`config.mk`:
```
export PLATFORM = sky130hd
export DESIGN_NAME = riscv_stage_reg
export DESIGN_NICKNAME = d
export VERILOG_FILES = /design/src/rtl/riscv_stage_reg_pkg.sv /design/src/rtl/riscv_sat_counter.sv /design/src/rtl/riscv_stage_reg.sv
export SDC_FILE = /design/constraint.sdc
export NUM_CORES = 1
export LEC_CHECK = 0
export ABC_AREA = 1
export BUFFER_PORTS_ARGS = -buffer_cell sky130_fd_sc_hd__buf_2
export CAP_MARGIN = 10
export CORE_AREA = 2 2 123 125
export DETAILED_ROUTE_END_ITERATION = 10
export DIE_AREA = 0 0 125 127
export GPL_TIMING_DRIVEN = 0
export PLACE_DENSITY = 0.66
export SLEW_MARGIN = 20
export SYNTH_ARGS = -nofsm -noshare
export SYNTH_HDL_FRONTEND = slang
export SYNTH_SLANG_ARGS = --single-unit
```
`constraint.sdc`:
```
create_clock -name clk -period 11.1 [get_ports clk]
set_clock_uncertainty 0.15 [all_clocks]
set_input_delay 2.22 -clock clk [delete_from_list [all_inputs] [get_ports clk]]
set_output_delay 2.22 -clock clk [all_outputs]
set_load 0.03 [all_outputs]
```
`src/rtl/riscv_stage_reg_pkg.sv`:
```
// Shared definitions for the pipeline stage register: default bus widths,
// stall-vector bit indices per stage, and the per-edge action classifier.
package riscv_stage_reg_pkg;

    // Default bus widths used across the core.
    localparam int REG_ADDR_W_DEF = 5;
    localparam int REG_DATA_W_DEF = 32;
    localparam int MEM_ADDR_W_DEF = 32;
    localparam int STALL_W_DEF    = 6;

    // Stall vector bit owned by each pipeline stage.
    localparam int STALL_IF  = 0;
    localparam int STALL_ID  = 1;
    localparam int STALL_EX  = 2;
    localparam int STALL_MEM = 3;
    localparam int STALL_WB  = 4;
    localparam int STALL_CTL = 5;

    // What the register does on a given clock edge.
    typedef enum logic [1:0] {
        ACT_LOAD   = 2'd0,
        ACT_HOLD   = 2'd1,
        ACT_BUBBLE = 2'd2,
        ACT_FLUSH  = 2'd3
    } stage_act_e;

    // Flush beats everything; an unstalled stage loads; a stalled stage
    // holds only while the downstream stage is also stalled, else it
    // emits a bubble.
    function automatic stage_act_e classify(input logic flush,
                                            input logic st_own,
                                            input logic st_ds);
        if (flush)
            return ACT_FLUSH;
        if (!st_own)
            return ACT_LOAD;
        if (st_ds)
            return ACT_HOLD;
        return ACT_BUBBLE;
    endfunction

endpackage

```
`src/rtl/riscv_sat_counter.sv`:
```
// Saturating up-counter with asynchronous active-high clear.
module riscv_sat_counter #(
    parameter int W = 32
) (
    input  logic         clk,
    input  logic         rst,
    input  logic         inc,
    output logic [W-1:0] cnt_o
);

    // Count up on inc, sticking at all-ones.
    always_ff @(posedge clk or posedge rst) begin
        if (rst)
            cnt_o <= '0;
        else if (inc && (cnt_o != {W{1'b1}}))
            cnt_o <= cnt_o + 1'b1;
    end

endmodule

```
`src/rtl/riscv_stage_reg.sv`:
```
// Parametrised pipeline stage register with valid bit, flush, load-response
// capture while held, sticky dropped-response flag and optional perf
// counters (enabled with `define RISCV_STAGE_PERF_EN).
module riscv_stage_reg
    import riscv_stage_reg_pkg::*;
#(
    parameter int STALL_W    = STALL_W_DEF,
    parameter int STAGE      = 3,
    parameter int REG_ADDR_W = REG_ADDR_W_DEF,
    parameter int DATA_W     = REG_DATA_W_DEF,
    parameter int MEM_ADDR_W = MEM_ADDR_W_DEF
) (
    input  logic                  clk,
    input  logic                  rst,
    input  logic [STALL_W-1:0]    stall,
    input  logic                  flush,
    input  logic                  valid_i,
    input  logic [REG_ADDR_W-1:0] rd_idx_i,
    input  logic                  rd_we_i,
    input  logic [DATA_W-1:0]     rd_wdata_i,
    input  logic [MEM_ADDR_W-1:0] data_addr_i,
    input  logic                  data_we_i,
    input  logic                  data_re_i,
    input  logic                  mem_rvalid_i,
    input  logic [DATA_W-1:0]     mem_rdata_i,
    output logic                  valid_o,
    output logic [REG_ADDR_W-1:0] rd_idx_o,
    output logic                  rd_we_o,
    output logic [DATA_W-1:0]     rd_wdata_o,
    output logic [MEM_ADDR_W-1:0] data_addr_o,
    output logic                  data_we_o,
    output logic                  data_re_o,
    output logic [DATA_W-1:0]     rdata_o,
    output logic                  rdata_valid_o,
    output logic                  rsp_drop_o,
    output logic [31:0]           bubble_cnt_o,
    output logic [31:0]           hold_cnt_o,
    output logic [31:0]           flush_cnt_o
);

    logic       ds;
    stage_act_e act;
    logic       ld_pending;
    logic       capture;
    logic       drop;

    // The last stage has nothing downstream to stall it.
    if (STAGE < STALL_W - 1) begin : g_ds
        assign ds = stall[STAGE+1];
    end else begin : g_ds_last
        assign ds = 1'b0;
    end

    // Classify the edge and decide what a load response does this cycle.
    always_comb begin
        act        = classify(flush, stall[STAGE], ds);
        ld_pending = valid_o & data_re_o & ~rdata_valid_o;
        capture    = 1'b0;
        drop       = 1'b0;
        if (mem_rvalid_i && ld_pending) begin
            // Only a held register keeps its instruction; any other
            // action replaces it and the response has nowhere to go.
            if (act == ACT_HOLD)
                capture = 1'b1;
            else
                drop = 1'b1;
        end
    end

    // Instruction payload: zero on flush/bubble, load when unstalled, keep on hold.
    always_ff @(posedge clk or posedge rst) begin
        if (rst) begin
            valid_o     <= 1'b0;
            rd_idx_o    <= '0;
            rd_we_o     <= 1'b0;
            rd_wdata_o  <= '0;
            data_addr_o <= '0;
            data_we_o   <= 1'b0;
            data_re_o   <= 1'b0;
        end else begin
            case (act)
                ACT_LOAD: begin
                    valid_o     <= valid_i;
                    rd_idx_o    <= rd_idx_i;
                    rd_we_o     <= rd_we_i & valid_i;
                    rd_wdata_o  <= rd_wdata_i;
                    data_addr_o <= data_addr_i;
                    data_we_o   <= data_we_i & valid_i;
                    data_re_o   <= data_re_i & valid_i;
                end
                ACT_HOLD: ;
                default: begin
                    valid_o     <= 1'b0;
                    rd_idx_o    <= '0;
                    rd_we_o     <= 1'b0;
                    rd_wdata_o  <= '0;
                    data_addr_o <= '0;
                    data_we_o   <= 1'b0;
                    data_re_o   <= 1'b0;
                end
            endcase
        end
    end

    // Load data: captured once while held, cleared whenever the instruction changes.
    always_ff @(posedge clk or posedge rst) begin
        if (rst) begin
            rdata_o       <= '0;
            rdata_valid_o <= 1'b0;
        end else if (act != ACT_HOLD) begin
            rdata_o       <= '0;
            rdata_valid_o <= 1'b0;
        end else if (capture) begin
            rdata_o       <= mem_rdata_i;
            rdata_valid_o <= 1'b1;
        end
    end

    // Sticky record of a response that arrived for an instruction being replaced.
    always_ff @(posedge clk or posedge rst) begin
        if (rst)
            rsp_drop_o <= 1'b0;
        else if (drop)
            rsp_drop_o <= 1'b1;
    end

`ifdef RISCV_STAGE_PERF_EN
    riscv_sat_counter #(.W(32)) u_bubble_cnt (
        .clk   (clk),
        .rst   (rst),
        .inc   (act == ACT_BUBBLE),
        .cnt_o (bubble_cnt_o)
    );

    riscv_sat_counter #(.W(32)) u_hold_cnt (
        .clk   (clk),
        .rst   (rst),
        .inc   (act == ACT_HOLD),
        .cnt_o (hold_cnt_o)
    );

    riscv_sat_counter #(.W(32)) u_flush_cnt (
        .clk   (clk),
        .rst   (rst),
        .inc   (act == ACT_FLUSH),
        .cnt_o (flush_cnt_o)
    );
`else
    assign bubble_cnt_o = 32'd0;
    assign hold_cnt_o   = 32'd0;
    assign flush_cnt_o  = 32'd0;
`endif

endmodule
```
==> results.md <==
- The post-detailed-route wirelength per cell is 12.6 um.
- After detailed routing, the total wire length is 13.5 mm.
- The startpoint of the lowest-slack hold path is rd_wdata_o[23].
- The endpoint required time on the critical path is 8730 ps.
- The cell area that synthesis handed to floorplanning was 4890 um2.
- Adding up every negative setup slack in the final design gives 0 ps.
- Setup repair after global routing left no endpoint under its margin.
- The via count of the first global-routing pass is 4,035.
- The worst-path maximum fanout is 3.
- Traced cell by cell, the critical path runs through buf_2.
- The total clock buffers created by CTS is 9.
- The number of cells on the worst hold path is 2.
- The count of buffers added on input and output ports is 217.
- The buffers plus inverters on the worst setup path is 1.
- The count of hold buffers inserted by post-cts repair is 0.
- The final period demand of the worst path is 3300 ps.
- The post-synthesis register bit count is 107.
- The remaining antenna violation count is 0.
- Row generation in the floorplan step produced 44 rows.
- The area growth from synthesis to layout is 40.9%.
- In this run the count of I/O pins placed on the die edge is 318.
- The share of the synthesized area in the top cell type is 54.8%.
- The insertion delay of the later-clocked pin in the worst-skew pair is 340 ps.
- The distinct cell type count of the synthesized netlist is 12.
- The post-route netlist has 40.0% of its cells at a drive strength greater than 1.
- The number of nets in the finished design is 1,000.
- The number of hold violations in the final report is 0.
- The die covers 15,900 um2.
- The critical path class is reg -> out.
- The H-tree level count is 3.
- The end of the worst hold path is rd_wdata_o[23].
- The first-pass GRT wire length is 20.9 mm.
- The peak clock frequency supported by timing is 0.303 GHz.
- Across all register-to-register paths, the minimum setup slack is 9590 ps.
- Dividing the final minimum period by the clock period gives 29.7%.
- The core area is 14,400 um2.
- The cell class contributing the biggest share of worst-path delay is flip-flops.
- The congestion estimate from routability-driven global placement came to 0.752.
- The analysis attributes to cell leakage a power of 4.47 nW.
- STA classifies the critical path endpoint as an output pin.
- At the worst endpoint, the arrival time is 930 ps.
- For the worst flop-to-flop path, the logic depth is 6.
- TritonCTS built the clock tree.
- The buffer count from post-CTS setup fixing is 0.
- The sequential element share of the synthesized area is 54.8%.
- The detailed router placed 4,292 vias in this run.
- Global routing used 16.5% of the available tracks.
- Leaving out fill and tap cells, the most frequent cell in the layout is sky130_fd_sc_hd__nand2_1.
- The max-slew violation count came to 0.
- The minimum hold slack is 317 ps.
- The maximum root-to-sink buffer count is 2.
- The sink count of the clock tree is 107.
- The type of the worst min-delay path is reg -> reg.
- The post-detailed-placement half-perimeter wirelength is 10.4 mm.
- For this run the aggregate overflow at the end of global routing stands at 0.
- Across the run, the number of max-cap violations was 0.
- The pre-antenna-repair detailed-routing pass consisted of 4 iterations.
- Using the TritonRoute via totals, the vias-per-cell ratio works out to 4.00.
- OpenSTA, run right after detailed placement, puts the worst setup slack at 7460 ps.
- The cell count after synthesis came out at 561.
- In this run the vertical extent of the chip is 127 um.
- The effective utilization at floorplan is 33.9%.
- The number of DRC markers after the initial detailed-route iteration is 137.
- In the layout the commonest cells are 252 x sky130_fd_sc_hd__nand2_1, 235 x sky130_fd_sc_hd__buf_2, 107 x sky130_fd_sc_hd__dfrtp_1, 103 x sky130_fd_sc_hd__buf_4, 96 x sky130_fd_sc_hd__conb_1.
- The slew at the pin closest to its max-slew limit is 546 ps.
- The clock tree root buffer cell is sky130_fd_sc_hd__clkbuf_16.
- The number of antenna violations at the first check in global routing is 1.
- The worst setup path is launched from a register.
- In this run the mean area of a mapped cell was 8.71 um2.
- Gates resized during post-CTS repair numbered 0.
- The die extent in x is 125 um.
- The largest net degree at the start of global routing is 64.
- The origin of the critical flop-to-flop path is rdata_valid_o.
- The dominant cell type by area after synthesis is sky130_fd_sc_hd__dfrtp_1.
- The remaining design rule violation count is 0.
- The number of warning messages in the yosys log is 0.
- For this run, the slowest stage of the critical path takes 370 ps.
- Summing internal, switching and leakage power gives 0.899 mW.
- The largest vdd supply drop is 0.0734 mV.
- The flow ran to the end, and the final reports show no timing, DRC or antenna violations.
- The ratio of total power to cell area is 131 nW/um2.
- Headroom to the max-slew limit came out at 63.6%.
- 0 antenna diodes ended up in the layout.
- The critical register-to-register path endpoint is rdata_o[8].
- Yosys attributes the largest share of cell area to sky130_fd_sc_hd__dfrtp_1 55%, sky130_fd_sc_hd__nand2_1 19%, sky130_fd_sc_hd__buf_4 16%, sky130_fd_sc_hd__nand3_1 6.9%, sky130_fd_sc_hd__buf_2 1.8%.
- The clock-pin slew on the worst setup and hold paths is 70 ps.
- The post-route worst setup slack is 7800 ps.
- On the critical path, the stage with the largest delay is an instance of sky130_fd_sc_hd__dfrtp_1.
- Setup violations remaining at the end of the flow were counted as 0.
## flip-flops by register name (all words and copies together), names as in the netlist
signal and flops:
rd_wdata_o 32, data_addr_o 32, rdata_valid_o 1, valid_o 1, rdata_o 32, rd_idx_o 5, rsp_drop_o 1, rd_we_o 1
data_re_o 1, data_we_o 1
## layer usage
layer / wire length (um) / track usage, % / share of wire, %
met4: 245 / 5.69 / 1.8
met1: 5450 / 19.7 / 40
met5: 0 / 0 / 0
met3: 1060 / 4.94 / 7.9
met2: 6730 / 28.3 / 50
## where the power goes
group | internal, mW | total [mW] | switching [mW]
clock | 0.182 | 0.323 | 0.142
sequential | 0.403 | 0.409 | 0.00662
combinational | 0.0548 | 0.167 | 0.112
## how the worst max path moves through the flow
| stage | startpoint | to | slack (ps) | depth (start not counted) |
|---|---|---|---|---|
| 2_1_floorplan | rst | data_addr_o[0] | 5910 | 1 |
| 3_3_place_gp | rst | rdata_o[0] | 4480 | 2 |
| 3_5_place_dp | stall[3] | rd_wdata_o[12] | 7460 | 5 |
| 4_1_cts | data_addr_o[10] | data_addr_o[10] | 7790 | 1 |
| 5_1_grt | stall[3] | rd_wdata_o[2] | 7680 | 5 |
| 6_report | rdata_valid_o | rdata_valid_o | 7800 | 1 |
## kinds of logic after synthesis
family                 synth area share (%)
AOI/OAI and AO/OA                     0.307
and+or+nand+nor                        26.6
DFF                                    54.8
buffers and inverters                  18.2
other                                0.0767
## final cells by class
type	instances	area, um2
Buffer	124	875
Inverter	4	20.0
Multi-Input combinational cell	421	1680
Fill cell	1466	7540
Sequential cell	107	2680
Clock buffer	12	246
Clock inverter	4	48.8
Timing Repair Buffer	218	1110
Tap cell	184	230
## cell usage after synthesis, drive strengths merged
cell / n
a21boi: 1
buf: 121
clkbuf: 3
conb: 1
dfrtp: 107
inv: 4
nand2: 252
nand3: 67
nor2: 4
o21bai: 1
## stage by stage
step / std cells / util [%] / cell area, um2
after floorplan: 656 / - / 5240
after global placement: 1057 / 45.5 / 6560
after detailed placement: 1058 / 45.7 / 6590
after CTS: 1074 / 47.8 / 6890
after global routing: 1074 / 47.8 / 6890
final: 1074 / 47.8 / 6890
Note: power is estimated with default switching activity, not from simulation.
